===== src/rtl/multicycle_ctrl_pkg.sv =====
// Shared encodings for the multi-cycle RV32I control path: FSM states,
// ALU op codes, opcodes, mux select codes and the immediate-format lookup.
package multicycle_ctrl_pkg;

  typedef enum logic [3:0] {
    S_FETCH    = 4'd0,
    S_DECODE   = 4'd1,
    S_MEMADR   = 4'd2,
    S_MEMREAD  = 4'd3,
    S_MEMWB    = 4'd4,
    S_MEMWRITE = 4'd5,
    S_EXECR    = 4'd6,
    S_EXECI    = 4'd7,
    S_ALUWB    = 4'd8,
    S_BRANCH   = 4'd9,
    S_JAL      = 4'd10,
    S_JALR     = 4'd11,
    S_JALRLINK = 4'd12,
    S_LUI      = 4'd13,
    S_TRAP     = 4'd14
  } state_t;

  localparam logic [3:0] ALU_ADD = 4'b0000;
  localparam logic [3:0] ALU_SUB = 4'b0001;
  localparam logic [3:0] ALU_AND = 4'b0010;
  localparam logic [3:0] ALU_OR  = 4'b0011;
  localparam logic [3:0] ALU_XOR = 4'b0100;
  localparam logic [3:0] ALU_SLT = 4'b0101;
  localparam logic [3:0] ALU_SRL = 4'b0110;
  localparam logic [3:0] ALU_SRA = 4'b0111;
  localparam logic [3:0] ALU_SLL = 4'b1000;

  localparam logic [6:0] OPC_LOAD   = 7'b0000011;
  localparam logic [6:0] OPC_STORE  = 7'b0100011;
  localparam logic [6:0] OPC_RTYPE  = 7'b0110011;
  localparam logic [6:0] OPC_ITYPE  = 7'b0010011;
  localparam logic [6:0] OPC_BRANCH = 7'b1100011;
  localparam logic [6:0] OPC_JAL    = 7'b1101111;
  localparam logic [6:0] OPC_JALR   = 7'b1100111;
  localparam logic [6:0] OPC_LUI    = 7'b0110111;

  localparam logic [1:0] SRCA_PC    = 2'b00;
  localparam logic [1:0] SRCA_OLDPC = 2'b01;
  localparam logic [1:0] SRCA_RD1   = 2'b10;
  localparam logic [1:0] SRCA_ZERO  = 2'b11;

  localparam logic [1:0] SRCB_RD2  = 2'b00;
  localparam logic [1:0] SRCB_IMM  = 2'b01;
  localparam logic [1:0] SRCB_FOUR = 2'b10;

  localparam logic [1:0] RES_ALUOUT  = 2'b00;
  localparam logic [1:0] RES_MEMDATA = 2'b01;
  localparam logic [1:0] RES_ALU     = 2'b10;

  localparam logic ADR_PC     = 1'b0;
  localparam logic ADR_RESULT = 1'b1;

  localparam logic [2:0] IMM_I = 3'b000;
  localparam logic [2:0] IMM_S = 3'b001;
  localparam logic [2:0] IMM_B = 3'b010;
  localparam logic [2:0] IMM_J = 3'b011;
  localparam logic [2:0] IMM_U = 3'b100;

  // Immediate format depends only on the opcode; unknown opcodes fall back to I.
  function automatic logic [2:0] imm_src_for(input logic [6:0] opc);
    case (opc)
      OPC_STORE:  imm_src_for = IMM_S;
      OPC_BRANCH: imm_src_for = IMM_B;
      OPC_JAL:    imm_src_for = IMM_J;
      OPC_LUI:    imm_src_for = IMM_U;
      default:    imm_src_for = IMM_I;
    endcase
  endfunction

endpackage


===== src/rtl/multicycle_ctrl_alu_decoder.sv =====
// Combinational ALU operation decode from the latched instruction fields,
// plus a flag for instructions this core does not implement.
module multicycle_ctrl_alu_decoder
  import multicycle_ctrl_pkg::*;
(
  input  logic [6:0] opcode,
  input  logic [2:0] funct3,
  input  logic       funct7b5,
  output logic [3:0] alu_ctrl,
  output logic       unsupported
);

  // Map opcode/funct fields to an ALU op and flag anything outside the subset.
  always_comb begin
    alu_ctrl    = ALU_ADD;
    unsupported = 1'b0;
    case (opcode)
      OPC_RTYPE, OPC_ITYPE: begin
        case (funct3)
          // instr[30] on an I-type ADDI is immediate bit, not a SUB marker
          3'b000: alu_ctrl = (opcode == OPC_RTYPE && funct7b5) ? ALU_SUB : ALU_ADD;
          3'b001: alu_ctrl = ALU_SLL;
          3'b010: alu_ctrl = ALU_SLT;
          3'b011: unsupported = 1'b1;
          3'b100: alu_ctrl = ALU_XOR;
          3'b101: alu_ctrl = funct7b5 ? ALU_SRA : ALU_SRL;
          3'b110: alu_ctrl = ALU_OR;
          3'b111: alu_ctrl = ALU_AND;
        endcase
      end
      OPC_BRANCH: begin
        case (funct3)
          3'b000, 3'b001: alu_ctrl = ALU_SUB;
          3'b100, 3'b101: alu_ctrl = ALU_SLT;
          default:        unsupported = 1'b1;
        endcase
      end
      OPC_LOAD, OPC_STORE, OPC_JAL, OPC_JALR, OPC_LUI: alu_ctrl = ALU_ADD;
      default: unsupported = 1'b1;
    endcase
  end

endmodule


===== src/rtl/multicycle_ctrl.sv =====
// Control FSM of the multi-cycle RV32I core: sequences fetch, decode,
// execute, memory and writeback, and drives the datapath selects and enables.
module multicycle_ctrl
  import multicycle_ctrl_pkg::*;
(
  input  logic       clk,
  input  logic       rst_n,
  input  logic [6:0] opcode,
  input  logic [2:0] funct3,
  input  logic       funct7b5,
  input  logic       zero,
  input  logic       alu_lsb,
  input  logic       mem_ready,
  output logic [3:0] alu_ctrl,
  output logic [1:0] alu_src_a,
  output logic [1:0] alu_src_b,
  output logic [1:0] result_src,
  output logic [2:0] imm_src,
  output logic       adr_src,
  output logic       ir_write,
  output logic       pc_write,
  output logic       reg_write,
  output logic       mem_write,
  output logic       illegal
);

  state_t     state;
  state_t     next_state;
  logic [3:0] dec_alu_ctrl;
  logic       dec_unsupported;
  logic       illegal_q;
  logic       branch_taken;

  multicycle_ctrl_alu_decoder u_alu_decoder (
    .opcode      (opcode),
    .funct3      (funct3),
    .funct7b5    (funct7b5),
    .alu_ctrl    (dec_alu_ctrl),
    .unsupported (dec_unsupported)
  );

  // State register; reset restarts at FETCH.
  always_ff @(posedge clk or negedge rst_n) begin
    if (!rst_n) state <= S_FETCH;
    else        state <= next_state;
  end

  // Sticky illegal flag, set on entry to TRAP and cleared only by reset.
  always_ff @(posedge clk or negedge rst_n) begin
    if (!rst_n)                   illegal_q <= 1'b0;
    else if (next_state == S_TRAP) illegal_q <= 1'b1;
  end

  // Branch condition from the ALU flags for the supported branch kinds.
  always_comb begin
    branch_taken = 1'b0;
    case (funct3)
      3'b000:  branch_taken = zero;
      3'b001:  branch_taken = !zero;
      3'b100:  branch_taken = alu_lsb;
      3'b101:  branch_taken = !alu_lsb;
      default: branch_taken = 1'b0;
    endcase
  end

  // Next-state and per-state datapath controls; reset forces everything idle.
  always_comb begin
    next_state = state;
    alu_ctrl   = ALU_ADD;
    alu_src_a  = SRCA_PC;
    alu_src_b  = SRCB_RD2;
    result_src = RES_ALUOUT;
    adr_src    = ADR_PC;
    ir_write   = 1'b0;
    pc_write   = 1'b0;
    reg_write  = 1'b0;
    mem_write  = 1'b0;
    case (state)
      S_FETCH: begin
        alu_src_a  = SRCA_PC;
        alu_src_b  = SRCB_FOUR;
        result_src = RES_ALU;
        ir_write   = mem_ready;
        pc_write   = mem_ready;
        if (mem_ready) next_state = S_DECODE;
      end
      S_DECODE: begin
        // Precompute the branch/JAL target into ALUOut
        alu_src_a = SRCA_OLDPC;
        alu_src_b = SRCB_IMM;
        if (dec_unsupported) next_state = S_TRAP;
        else begin
          case (opcode)
            OPC_LOAD, OPC_STORE: next_state = S_MEMADR;
            OPC_RTYPE:           next_state = S_EXECR;
            OPC_ITYPE:           next_state = S_EXECI;
            OPC_BRANCH:          next_state = S_BRANCH;
            OPC_JAL:             next_state = S_JAL;
            OPC_JALR:            next_state = S_JALR;
            OPC_LUI:             next_state = S_LUI;
            default:             next_state = S_TRAP;
          endcase
        end
      end
      S_MEMADR: begin
        alu_src_a  = SRCA_RD1;
        alu_src_b  = SRCB_IMM;
        next_state = (opcode == OPC_LOAD) ? S_MEMREAD : S_MEMWRITE;
      end
      S_MEMREAD: begin
        adr_src    = ADR_RESULT;
        result_src = RES_ALUOUT;
        if (mem_ready) next_state = S_MEMWB;
      end
      S_MEMWB: begin
        result_src = RES_MEMDATA;
        reg_write  = 1'b1;
        next_state = S_FETCH;
      end
      S_MEMWRITE: begin
        adr_src    = ADR_RESULT;
        result_src = RES_ALUOUT;
        mem_write  = 1'b1;
        if (mem_ready) next_state = S_FETCH;
      end
      S_EXECR: begin
        alu_src_a  = SRCA_RD1;
        alu_src_b  = SRCB_RD2;
        alu_ctrl   = dec_alu_ctrl;
        next_state = S_ALUWB;
      end
      S_EXECI: begin
        alu_src_a  = SRCA_RD1;
        alu_src_b  = SRCB_IMM;
        alu_ctrl   = dec_alu_ctrl;
        next_state = S_ALUWB;
      end
      S_ALUWB: begin
        result_src = RES_ALUOUT;
        reg_write  = 1'b1;
        next_state = S_FETCH;
      end
      S_BRANCH: begin
        alu_src_a  = SRCA_RD1;
        alu_src_b  = SRCB_RD2;
        alu_ctrl   = dec_alu_ctrl;
        result_src = RES_ALUOUT;
        pc_write   = branch_taken;
        next_state = S_FETCH;
      end
      S_JAL: begin
        // PC takes the target computed in DECODE; ALU forms the link
        alu_src_a  = SRCA_OLDPC;
        alu_src_b  = SRCB_FOUR;
        result_src = RES_ALUOUT;
        pc_write   = 1'b1;
        next_state = S_ALUWB;
      end
      S_JALR: begin
        alu_src_a  = SRCA_RD1;
        alu_src_b  = SRCB_IMM;
        result_src = RES_ALU;
        pc_write   = 1'b1;
        next_state = S_JALRLINK;
      end
      S_JALRLINK: begin
        alu_src_a  = SRCA_OLDPC;
        alu_src_b  = SRCB_FOUR;
        result_src = RES_ALU;
        reg_write  = 1'b1;
        next_state = S_FETCH;
      end
      S_LUI: begin
        alu_src_a  = SRCA_ZERO;
        alu_src_b  = SRCB_IMM;
        next_state = S_ALUWB;
      end
      S_TRAP:  next_state = S_TRAP;
      default: next_state = S_FETCH;
    endcase
    // Asynchronous abort: nothing is enabled while reset is held
    if (!rst_n) begin
      next_state = S_FETCH;
      alu_ctrl   = ALU_ADD;
      alu_src_a  = SRCA_PC;
      alu_src_b  = SRCB_RD2;
      result_src = RES_ALUOUT;
      adr_src    = ADR_PC;
      ir_write   = 1'b0;
      pc_write   = 1'b0;
      reg_write  = 1'b0;
      mem_write  = 1'b0;
    end
  end

  assign imm_src = rst_n ? imm_src_for(opcode) : IMM_I;
  assign illegal = illegal_q;

endmodule


===== config.mk =====
export PLATFORM = sky130hd
export DESIGN_NAME = multicycle_ctrl
export DESIGN_NICKNAME = d
export VERILOG_FILES = /design/src/rtl/multicycle_ctrl_pkg.sv /design/src/rtl/multicycle_ctrl_alu_decoder.sv /design/src/rtl/multicycle_ctrl.sv
export SDC_FILE = /design/constraint.sdc
export NUM_CORES = 1
export LEC_CHECK = 0
export CORE_MARGIN = 2
export CORE_UTILIZATION = 45
export CTS_CLUSTER_DIAMETER = 200
export DETAILED_ROUTE_END_ITERATION = 10
export MAX_ROUTING_LAYER = met4
export PLACE_DENSITY_LB_ADDON = 0.05
export SLEW_MARGIN = 40
export SYNTH_ARGS = -nofsm -noshare
export SYNTH_HDL_FRONTEND = slang
export SYNTH_SLANG_ARGS = --single-unit

===== constraint.sdc =====
create_clock -name clk -period 1.9 [get_ports clk]
set_input_delay 0.38 -clock clk [delete_from_list [all_inputs] [get_ports clk]]
set_output_delay 0.38 -clock clk [all_outputs]
set_load 0.01 [all_outputs]

==> results of run 1 <==
final cells by class:
type,instances,share of cell area [%]
multi-input cells,120,49.9
repair buffers,94,39.2
flip-flops and latches,5,6.54
well taps,28,1.81
clock buffers,4,1.36
inverters,6,1.17
metrics by stage:
step                      setup TNS (ns)  hold WS, ns  util (%)  area, um^2
final                              -1.10        0.421      89.0        1930
after floorplan                        0       0.0844         -        1000
after global routing               -1.65        0.436      89.0        1930
after detailed placement           -9.63        0.462      77.5        1680
after global placement             -9.05        0.459      77.5        1680
after CTS                         -0.799        0.387      83.5        1810
cell usage after synthesis (2+ instances only):
cell type,n
xor2_1,4
inv_1,6
nor3_1,7
nand3b_1,3
o22ai_1,2
and4b_1,2
nor2b_1,4
o21ai_0,3
dfrtp_1,5
nor3b_1,4
and3_1,2
o221ai_1,2
nand2b_1,5
a21oi_1,11
a31oi_1,2
buf_2,7
nand3_1,6
clkbuf_1,4
nand2_1,14
o31ai_1,3
mux2i_1,2
o21a_1,3
nor2_1,15
xnor2_1,2
a21o_1,3
logic make-up after synthesis:
family,Yosys count,synth area share (%)
XOR/XNOR,6,5.23
AO/OA/AOI/OAI,40,29.1
buffers and inverters,19,8.72
multiplexers,2,1.99
flip-flops,5,12.5
AND/OR/NAND/NOR,72,42.5
state kept, by name (all words and copies together), names as in the netlist:
| register | flops |
|---|---|
| state | 4 |
| illegal | 1 |
final timing paths:
kind,start,cells after the start,endpoint,slack (ns)
setup / recovery,state[2]$_DFF_PN0_,8,alu_ctrl[2],-0.19
hold reg to reg,illegal$_DFFE_PN0N_,2,illegal$_DFFE_PN0N_,0.50
max in group asynchronous,rst_n,4,state[3]$_DFF_PN0_,1.20
min in group clk,illegal$_DFFE_PN0N_,2,illegal$_DFFE_PN0N_,0.50
hold / removal,rst_n,3,illegal$_DFFE_PN0N_,0.42
setup reg to reg,state[2]$_DFF_PN0_,8,illegal$_DFFE_PN0N_,-0.09
critical path: cells and delay by family (launching register included):
kind	cells	cell delay, ns
buffers and inverters	4	0.56
flip-flops	1	0.41
AO/OA/AOI/OAI	2	0.20
AND/OR/NAND/NOR	2	0.28
per-layer routing:
metal,GRT usage [%],part of all wire [%]
met3,1.75,5.4
met4,10.5,2.7
met2,61.0,52
met1,40.7,40
met5,-,0
report_power, final:
| part | switching, mW | total [mW] | internal [mW] | leakage (nW) |
|---|---|---|---|---|
| logic | 0.606 | 1.21 | 0.608 | 0.841 |
| registers | 0.0282 | 0.159 | 0.130 | 0.0615 |
| clock network | 0.0473 | 0.127 | 0.0796 | 0.0150 |
| total | 0.681 | 1.50 | 0.818 | 0.917 |
repair_timing:
| action | CTS | global route |
|---|---|---|
| endpoints found under the setup margin | 21 | 20 |
| buffers inserted | 13 | 2 |
| cloned | 0 | 0 |
| pin swaps | 12 | 16 |
| resized for setup | 84 | 41 |
==> impl_metrics.ini, run 1 <==
[logic_synthesis]
netlist_top_cells_area = dfrtp_1, nor2_1, a21oi_1, nand2_1, buf_2
ys_async_sr_fraction_pct = 100
synth_ff_type = dfrtp_1
seq_area_frac_synth_pct = 12.5
avgSynthCellArea_um2 = 6.98
synth_nets = 160
synth_top_area_share_pct = 12.5
yosysUniqueCellTypes = 48
synth.largest_area_cell = dfrtp_1
synth_edf_count = 0
netlist_instances = 144
synth_area_um2 = 1000
yosys_warnings = 0
synth-seq-cells = 5

[die]
rows = 17
die_h_um = 51.3
dieArea_um2 = 2630
io_pins = 35
die_x_um = 51.3
core-area_um2 = 2170
start_util_pct = 46.3

[grt]
groute.usage.overall_pct = 33.9
grt-ovfl-total = 0
grt_pass1_vias = 1481
grt_max_degree = 13
antenna_found_initial = 0
grt_first_pass_wirelength_um = 6610

[pwr]
vdd_drop_max_mv = 1.00
p_total_mw = 1.50
p_leak_nw = 0.917
power.density_nw_per_um2 = 776

[layout]
nets = 246
layout_common_cells = buf_4, nand2_1, nor2_1, buf_2
fillers = 100
multiInputGateArea_um2 = 963
final_common_cell = buf_4
final_cells = 257
antennaDiodeCount = 0
drive_above_1_share_pct = 51.5
syn2layout_area_growth_pct = 92.3
seq_area_um2 = 126

[sta]
drv_slew = 0
worst_slack_ns = -0.194
worst_pin_slew_ns = 0.321
period_share_pct = 110
finalSetupViolations = 9
grt_setup_unrepaired = true
clock_skew_ns = 0.00437
fin_crit_ns = 2.09
hold_violations = 0
maxSlewHeadroom_pct = 78.4
max_freq_mhz = 478

[placed_design]
dp.cells = 240
place_ws_ns = -0.687
port_buffers = 34
dp_hpwl_um = 2660
place.gp.congestion = 0.908

[route]
drtIter0Drc = 51
vias = 1521
via_per_inst = 5.92
post-route-drc-count = 0
wl_um = 4470
first_pass_iters = 4
postRouteAntennaNets = 0
wire_per_inst_um = 17.4

[critical_path]
critPathSlowestCell = dfrtp_1
startpoint_type = flip-flop
criticalPathCategory = flip-flop to output pin
worstPathRequired_ns = 1.52
cp.arrival_ns = 1.71
endpoint_kind = output pin
cp_cell_sequence = buf_6, nand2b_4, o22ai_4, nand4b_1, buf_4, buf_4, a21oi_2, buf_2
cp_max_fo = 3
cpMostUsedCell = buf_4
crit_path_max_incr_delay_ns = 0.41

[clock_network]
clk_pin_slew_ns = 0.05
cts_tree = done
clock_latency_ns = 0.25
root_buffer = clkbuf_4
cts_buffers = 3
htree_levels = 1
cts_buffer_depth = 2
cts_sinks = 5
cts.hold.buffers_added = 0

[run_status]
violations = negative setup slack
status = complete, but fails checks

[hold_path]
hp-class = input pin to async pin

[job]
drv_cap = 0
Note: power is estimated with default switching activity, not from simulation.
==> run 2: changes to the inputs <==
--- a/config.mk
+++ b/config.mk
@@ -9,7 +9,6 @@
 export CORE_UTILIZATION = 45
 export CTS_CLUSTER_DIAMETER = 200
 export DETAILED_ROUTE_END_ITERATION = 10
-export MAX_ROUTING_LAYER = met4
 export PLACE_DENSITY_LB_ADDON = 0.05
 export SLEW_MARGIN = 40
 export SYNTH_ARGS = -nofsm -noshare
==> run 2 against run 1 <==
Effect of this change: fmax rose by 1.7%; clock power hardly changed; highest routed layer unchanged; count of clock-buffer cells in the layout is the same; largest cell class unchanged; the flow still finishes with violations (negative setup slack); combinational power decreased by 14%; clock skew shrank 0.0036 ns.
==> impl_metrics.ini, run 2 (synthesis gave the netlist of run 1 again) <==
[run_status]
status = complete, but fails checks
violations = negative setup slack

[layout]
antennaDiodeCount = 0
largest_register = state
syn2layout_area_growth_pct = 79.0
nets = 238
layout_common_cells = buf_4, nand2_1, nor2_1, dlygate4sd2_1, buf_2
largest_reg_flops = 4
final_cells = 249
fin_area_um2 = 1800
final_common_cell = buf_4
drive_above_1_share_pct = 48.0

[critical_path]
cp_max_fo = 4
criticalPathCategory = flip-flop to output pin
cp_cell_sequence = nand2b_4, o22ai_2, nand4b_1, and4b_1, buf_2
critPathSlowestCell = dfrtp_1
cp.arrival_ns = 1.68
endpoint_kind = output pin
startpoint_type = flip-flop
worstPathRequired_ns = 1.52
crit_path_max_incr_delay_ns = 0.43

[sta]
max_freq_mhz = 486
maxSlewHeadroom_pct = 81.2
finalSetupViolations = 4
hold_violations = 0
fin_crit_ns = 2.06
worst_slack_ns = -0.159
drv_slew = 0
holdWs_ns = 0.391
worst_pin_slew_ns = 0.280
grt_setup_unrepaired = true
period_share_pct = 108
fin_tns_setup_ns = -0.344
clock_skew_ns = 0.000721

[die]
die_h_um = 51.3
dieArea_um2 = 2630
start_util_pct = 46.3
rows = 17
io_pins = 35
die_x_um = 51.3
core-area_um2 = 2170

[route]
via_per_inst = 5.61
drtIter0Drc = 19
wl_um = 3880
first_pass_iters = 4
vias = 1398
postRouteAntennaNets = 0
post-route-drc-count = 0
wire_per_inst_um = 15.6

[grt]
grt_pass1_vias = 1331
groute.usage.overall_pct = 29.1
grt_max_degree = 13
grt-ovfl-total = 0
antenna_found_initial = 0
grt_first_pass_wirelength_um = 5910

[clock_network]
cts_tree = done
root_buffer = clkbuf_4
cts_buffer_depth = 2
htree_levels = 1
clk_pin_slew_ns = 0.04
cts_buffers = 3
cts.hold.buffers_added = 0
cts_sinks = 5
clock_latency_ns = 0.24

[pwr]
p_total_mw = 1.32
p_leak_nw = 0.861
vdd_drop_max_mv = 0.871
power.density_nw_per_um2 = 736

[placed_design]
dp_hpwl_um = 2720
dp.cells = 239
post_dp_cell_area_um2 = 1670
port_buffers = 34
place.gp.congestion = 0.880

[hold_path]
hp-class = input pin to async pin

[job]
drv_cap = 0
==> run 2: cell types whose count changed in the layout (fill, tap and decap cells not counted), sizes merged <==
cell,previous run,this run
buf,72,62
clkdlybuf4s15,1,4
dlymetal6s2s,3,2
clkdlybuf4s50,4,3
dlygate4sd2,9,10
==> run 2: area by class of cell <==
| class | count | area [um^2] |
|---|---|---|
| clock buffer | 4 | 26.3 |
| inverter | 6 | 22.5 |
| timing repair buffer | 86 | 674 |
| sequential | 5 | 128 |
| tap | 28 | 35.0 |
| multi-input combinational | 120 | 912 |
| fill | 141 | 372 |
==> run 2: power breakdown <==
part	internal [mW]	leakage [nW]	switching [mW]	total [mW]
sequential	0.132	0.0600	0.0319	0.164
combinational	0.519	0.786	0.517	1.04
clock	0.0795	0.0150	0.0450	0.125
total	0.730	0.861	0.594	1.32
==> run 2: repair_timing <==
item,CTS,global route
resized for setup,79,28
setup endpoints to repair,21,21
pin swaps,10,6
setup buffers,5,2
==> run 2: path summary, 6_finish.rpt <==
| path | startpoint | endpoint | slack [ns] | cells after the start |
|---|---|---|---|---|
| min in group clk | illegal$_DFFE_PN0N_ | illegal$_DFFE_PN0N_ | 0.47 | 2 |
| max in group asynchronous | rst_n | state[0]$_DFF_PN0_ | 1.24 | 4 |
| hold / removal | rst_n | illegal$_DFFE_PN0N_ | 0.39 | 3 |
| setup / recovery | state[1]$_DFF_PN0_ | alu_ctrl[3] | -0.16 | 5 |
| hold reg to reg | illegal$_DFFE_PN0N_ | illegal$_DFFE_PN0N_ | 0.47 | 2 |
| setup reg to reg | state[2]$_DFF_PN0_ | illegal$_DFFE_PN0N_ | 0.08 | 7 |
==> run 2: critical path: cells and delay by family, from the launching register on <==
kind / cells / cell delay, ns
AO/OA/AOI/OAI: 1 / 0.14
flip-flops: 1 / 0.43
buffers and inverters: 1 / 0.13
AND/OR/NAND/NOR: 3 / 0.73
==> run 2: per-stage QoR <==
| stage | utilization (%) | worst slack [ns] |
|---|---|---|
| after floorplan | - | 0.159 |
| after global placement | 77.1 | -0.650 |
| after detailed placement | 77.1 | -0.676 |
| after CTS | 80.7 | -0.117 |
| after global routing | 82.9 | -0.207 |
| final | 82.9 | -0.159 |
==> run 2: per-layer routing <==
layer / vias to the layer above / part of all wire [%] / global-route usage [%]
met4: 0 / 1.8 / 9.21
met1: 679 / 43 / 35.1
li1: 670 / - / -
met3: 8 / 3.6 / 1.75
met5: - / 0 / 0
met2: 41 / 52 / 54.5
==> run 3: changes to the inputs <==
--- a/config.mk
+++ b/config.mk
@@ -5,6 +5,7 @@
 export SDC_FILE = /design/constraint.sdc
 export NUM_CORES = 1
 export LEC_CHECK = 0
+export ABC_AREA = 0
 export CORE_MARGIN = 2
 export CORE_UTILIZATION = 45
 export CTS_CLUSTER_DIAMETER = 200
@@ -13,4 +14,5 @@
 export SLEW_MARGIN = 40
 export SYNTH_ARGS = -nofsm -noshare
 export SYNTH_HDL_FRONTEND = slang
+export SYNTH_HIERARCHICAL = 1
 export SYNTH_SLANG_ARGS = --single-unit
==> run 3 against run 2 <==
Effect of this change: the run now fails in 5_1_grt; synthesized cell count is 2.1% lower; synthesized area is 1.4% higher.
==> impl_metrics.ini, run 3 <==
[run_status]
status = aborted with a tool error
lastStage = 5_1_grt
toolErrorMsg = [ERROR DPL-0038] Utilization greater than 100%, impossible to legalize

[logic_synthesis]
synth_area_um2 = 1020
yosys_warnings = 6
synthMuxAreaShare_pct = 5.04
synthAdderAreaFrac_pct = 0
synth_edf_count = 0
ys_async_sr_fraction_pct = 100
netlist_top_cells_area = dfrtp_1, nand2b_1, nor2b_1, nand2_1, mux2i_1
yosysMostFrequentCell = nand2_1
synth-seq-cells = 5
synth_nets = 157
netlist_instances = 141
synth_ff_type = dfrtp_1
avgSynthCellArea_um2 = 7.22
yosys.area_share.xor_xnor_pct = 2.58
synth_compound_area_share_pct = 25.8
netlist_top_cells_count = nand2_1, nand2b_1, nor2_1, nor2b_1, nor3_1
seq_area_frac_synth_pct = 12.3
yosysUniqueCellTypes = 50
synth.largest_area_cell = dfrtp_1
synth-simple-area-share_pct = 47.3
synth_top_family_by_area = simple AND/OR/NAND/NOR gates
synth_top_area_share_pct = 12.3

[clock_network]
cts.hold.buffers_added = 0
cts_buffers = 3
root_buffer = clkbuf_4
cts_buffer_depth = 2
cts_sinks = 5
htree_levels = 1

[placed_design]
post_dp_cell_area_um2 = 1670
dp_hpwl_um = 2450
place_ws_ns = -0.831
port_buffers = 34
place.gp.congestion = 0.836

[die]
die_x_um = 51.6
io_pins = 35
rows = 17
die_h_um = 51.6
start_util_pct = 46.9

[sta]
worst_endpoint = illegal$_DFFE_PN0N_/D
endpoint_type = sequential cell input

[grt]
grt_max_degree = 12
run 3: logic make-up after synthesis:
logic type	after synthesis
AND/OR/NAND/NOR	77
AO/OA/AOI/OAI	37
buffers and inverters	14
multiplexers	5
flip-flops	5
XOR/XNOR	3
run 3: repair_timing:
item | 4_1_cts
hold endpoints to repair | 0
resized for setup | 144
setup endpoints to repair | 23
pin swaps | 23
buffers inserted | 24
run 3: metrics by stage:
stage	utilization [%]	instances
after CTS	89.3	264
after detailed placement	76.8	237
after global placement	76.8	237
after floorplan	-	141
==> run 4: changes to the inputs <==
--- a/config.mk
+++ b/config.mk
@@ -6,11 +6,10 @@
 export NUM_CORES = 1
 export LEC_CHECK = 0
 export ABC_AREA = 0
-export CORE_MARGIN = 2
-export CORE_UTILIZATION = 45
-export CTS_CLUSTER_DIAMETER = 200
+export CORE_AREA = 2 2 63 65
 export DETAILED_ROUTE_END_ITERATION = 10
-export PLACE_DENSITY_LB_ADDON = 0.05
+export DIE_AREA = 0 0 65 67
+export PLACE_DENSITY_LB_ADDON = 0.15
 export SLEW_MARGIN = 40
 export SYNTH_ARGS = -nofsm -noshare
 export SYNTH_HDL_FRONTEND = slang
==> run 4 against run 3 <==
Effect of this change: the flow now finishes, with violations (negative setup slack); synthesized area stayed put; synthesized cell count stayed put.
==> impl_metrics.ini, run 4 <==
[critical_path]
critPathSlowestCell = nor4b_4
worstPathRequired_ns = 2.02
reg2reg_slack_ns = -0.09
crit_path_max_incr_delay_ns = 0.33
startpoint_type = input pin
endpoint_kind = flip-flop
criticalPathCategory = input pin to flip-flop
cp_cell_sequence = buf_6, nand4bb_4, nor4b_4, o21ai_2, o2111ai_2, and4bb_2, buf_6, a31oi_4, a221oi_4, o41ai_2
r2r-end = illegal$_DFFE_PN0N_
cpMostUsedCell = buf_6
timing.rr.start = state[2]$_DFF_PN0_
cp_max_fo = 2
r2r_cells = 9
cp.arrival_ns = 2.12

[sta]
drv_slew = 0
fin_tns_setup_ns = -0.246
clock_skew_ns = 0.00217
hold_violations = 0
max_freq_mhz = 500
period_share_pct = 105
worst_slack_ns = -0.102
grt_setup_unrepaired = true
maxSlewHeadroom_pct = 58.0
fin_crit_ns = 2.00
holdWs_ns = 0.417
finalSetupViolations = 6
worst_pin_slew_ns = 0.623

[clock_network]
cts_buffers = 3
cts_tree = done
clock_latency_ns = 0.22
clk_pin_slew_ns = 0.04
root_buffer = clkbuf_8
cts_sinks = 5
cts.hold.buffers_added = 0
htree_levels = 1
cts_buffer_depth = 2

[layout]
final_common_cell = buf_4
fin_util_pct = 57.5
syn2layout_area_growth_pct = 104
multiInputGateArea_um2 = 1040
fillers = 341
nets = 245
layout_common_cells = buf_4, buf_6, buf_2, nand2_1, nor2_1
drive_above_1_share_pct = 55.3
seq_area_um2 = 130
fin_area_um2 = 2070
largest_reg_flops = 4
largest_register = state
antennaDiodeCount = 0

[route]
postRouteAntennaNets = 0
wl_um = 3920
post-route-drc-count = 0
first_pass_iters = 4
via_per_inst = 4.92
wire_per_inst_um = 14.2
vias = 1358
drtIter0Drc = 38

[die]
rows = 22
start_util_pct = 28.2
die_h_um = 67
dieArea_um2 = 4360
die_x_um = 65
core-area_um2 = 3610
io_pins = 35

[logic_synthesis]
synth_top_area_share_pct = 12.3
yosysUniqueCellTypes = 50
netlist_instances = 141
synth_nets = 157
synth.largest_area_cell = dfrtp_1
ys_async_sr_fraction_pct = 100
synth_edf_count = 0
netlist_top_cells_count = nand2_1, nand2b_1, nor2_1, nor2b_1, nor3_1
yosys_warnings = 6
avgSynthCellArea_um2 = 7.22
netlist_top_cells_area = dfrtp_1, nand2b_1, nor2b_1, nand2_1, mux2i_1
yosysMostFrequentCell = nand2_1
synth_area_um2 = 1020
synth_ff_type = dfrtp_1
seq_area_frac_synth_pct = 12.3
synth-seq-cells = 5

[grt]
grt-ovfl-total = 0
grt_max_degree = 11
grt_pass1_vias = 1471
antenna_found_initial = 0
grt_first_pass_wirelength_um = 6460
groute.usage.overall_pct = 18.5

[run_status]
status = complete, but fails checks
violations = negative setup slack

[placed_design]
port_buffers = 34
dp_hpwl_um = 2640
post_dp_cell_area_um2 = 1670
place.gp.congestion = 0.811

[pwr]
p_total_mw = 1.51
vdd_drop_max_mv = 0.222
power.density_nw_per_um2 = 729
p_leak_nw = 0.940

[hold_path]
hp-class = input pin to async pin

[job]
drv_cap = 0
[run 4: cell counts after synthesis]
No cell type changed its count.
[run 4: power by group]
part	switching, mW	leakage [nW]	internal, mW
clock network	0.0544	0.0228	0.144
logic	0.524	0.861	0.613
registers	0.0432	0.0569	0.133
total	0.621	0.940	0.890
[run 4: logic make-up (layout without fill, tap and decap cells)]
group,after synthesis,count (layout),share of synthesized area (%)
compound gates,37,37,25.8
flops,5,5,12.3
xor+xnor,3,3,2.58
mux,5,5,5.04
buf+inv,14,101,7.00
simple gates,77,77,47.3
[run 4: area by class of cell]
cell class | count | area share (%)
well taps | 48 | 2.90
repair buffers | 91 | 37.2
inverters | 6 | 1.09
multi-input cells | 122 | 50.4
flip-flops and latches | 5 | 6.28
clock buffers | 4 | 2.17
[run 4: layer usage]
layer,wire (um),vias to the layer above,part of all wire (%),track usage (%)
met5,0,-,0,0
met4,66,0,1.7,3.99
met3,130,6,3.3,1.18
met2,2210,31,56,38.8
met1,1510,631,39,19.9
li1,-,690,-,-
[run 4: worst max path at each step]
stage	startpoint	to	slack, ns	cells after the start
after floorplan	opcode[3]	illegal$_DFFE_PN0N_	-0.09	9
after global placement	opcode[4]	alu_ctrl[2]	-0.71	7
after global routing	opcode[3]	illegal$_DFFE_PN0N_	-0.22	10
after CTS	opcode[2]	illegal$_DFFE_PN0N_	-0.26	10
after detailed placement	funct3[2]	pc_write	-0.74	7
final	opcode[3]	illegal$_DFFE_PN0N_	-0.10	10
[run 4: stage by stage]
| stage | std cells | setup WS [ns] |
|---|---|---|
| 3_3_place_gp | 253 | -0.709 |
| 3_5_place_dp | 253 | -0.742 |
| 5_1_grt | 276 | -0.221 |
| 6_report | 276 | -0.102 |
| 2_1_floorplan | 141 | -0.0897 |
| 4_1_cts | 273 | -0.262 |
[run 4: worst max-delay path, delay by kind of cell]
family          cells  cell delay (ns)
simple gates        3             0.85
compound gates      5             0.68
buf+inv             2             0.21
[run 4: timing repair]
| item | in CTS | in global routing |
|---|---|---|
| hold endpoints to repair | 0 | 0 |
| buffers inserted | 20 | 7 |
| gates resized for setup | 130 | 41 |
| endpoints found under the setup margin | 23 | 22 |
| pin swaps | 21 | 30 |
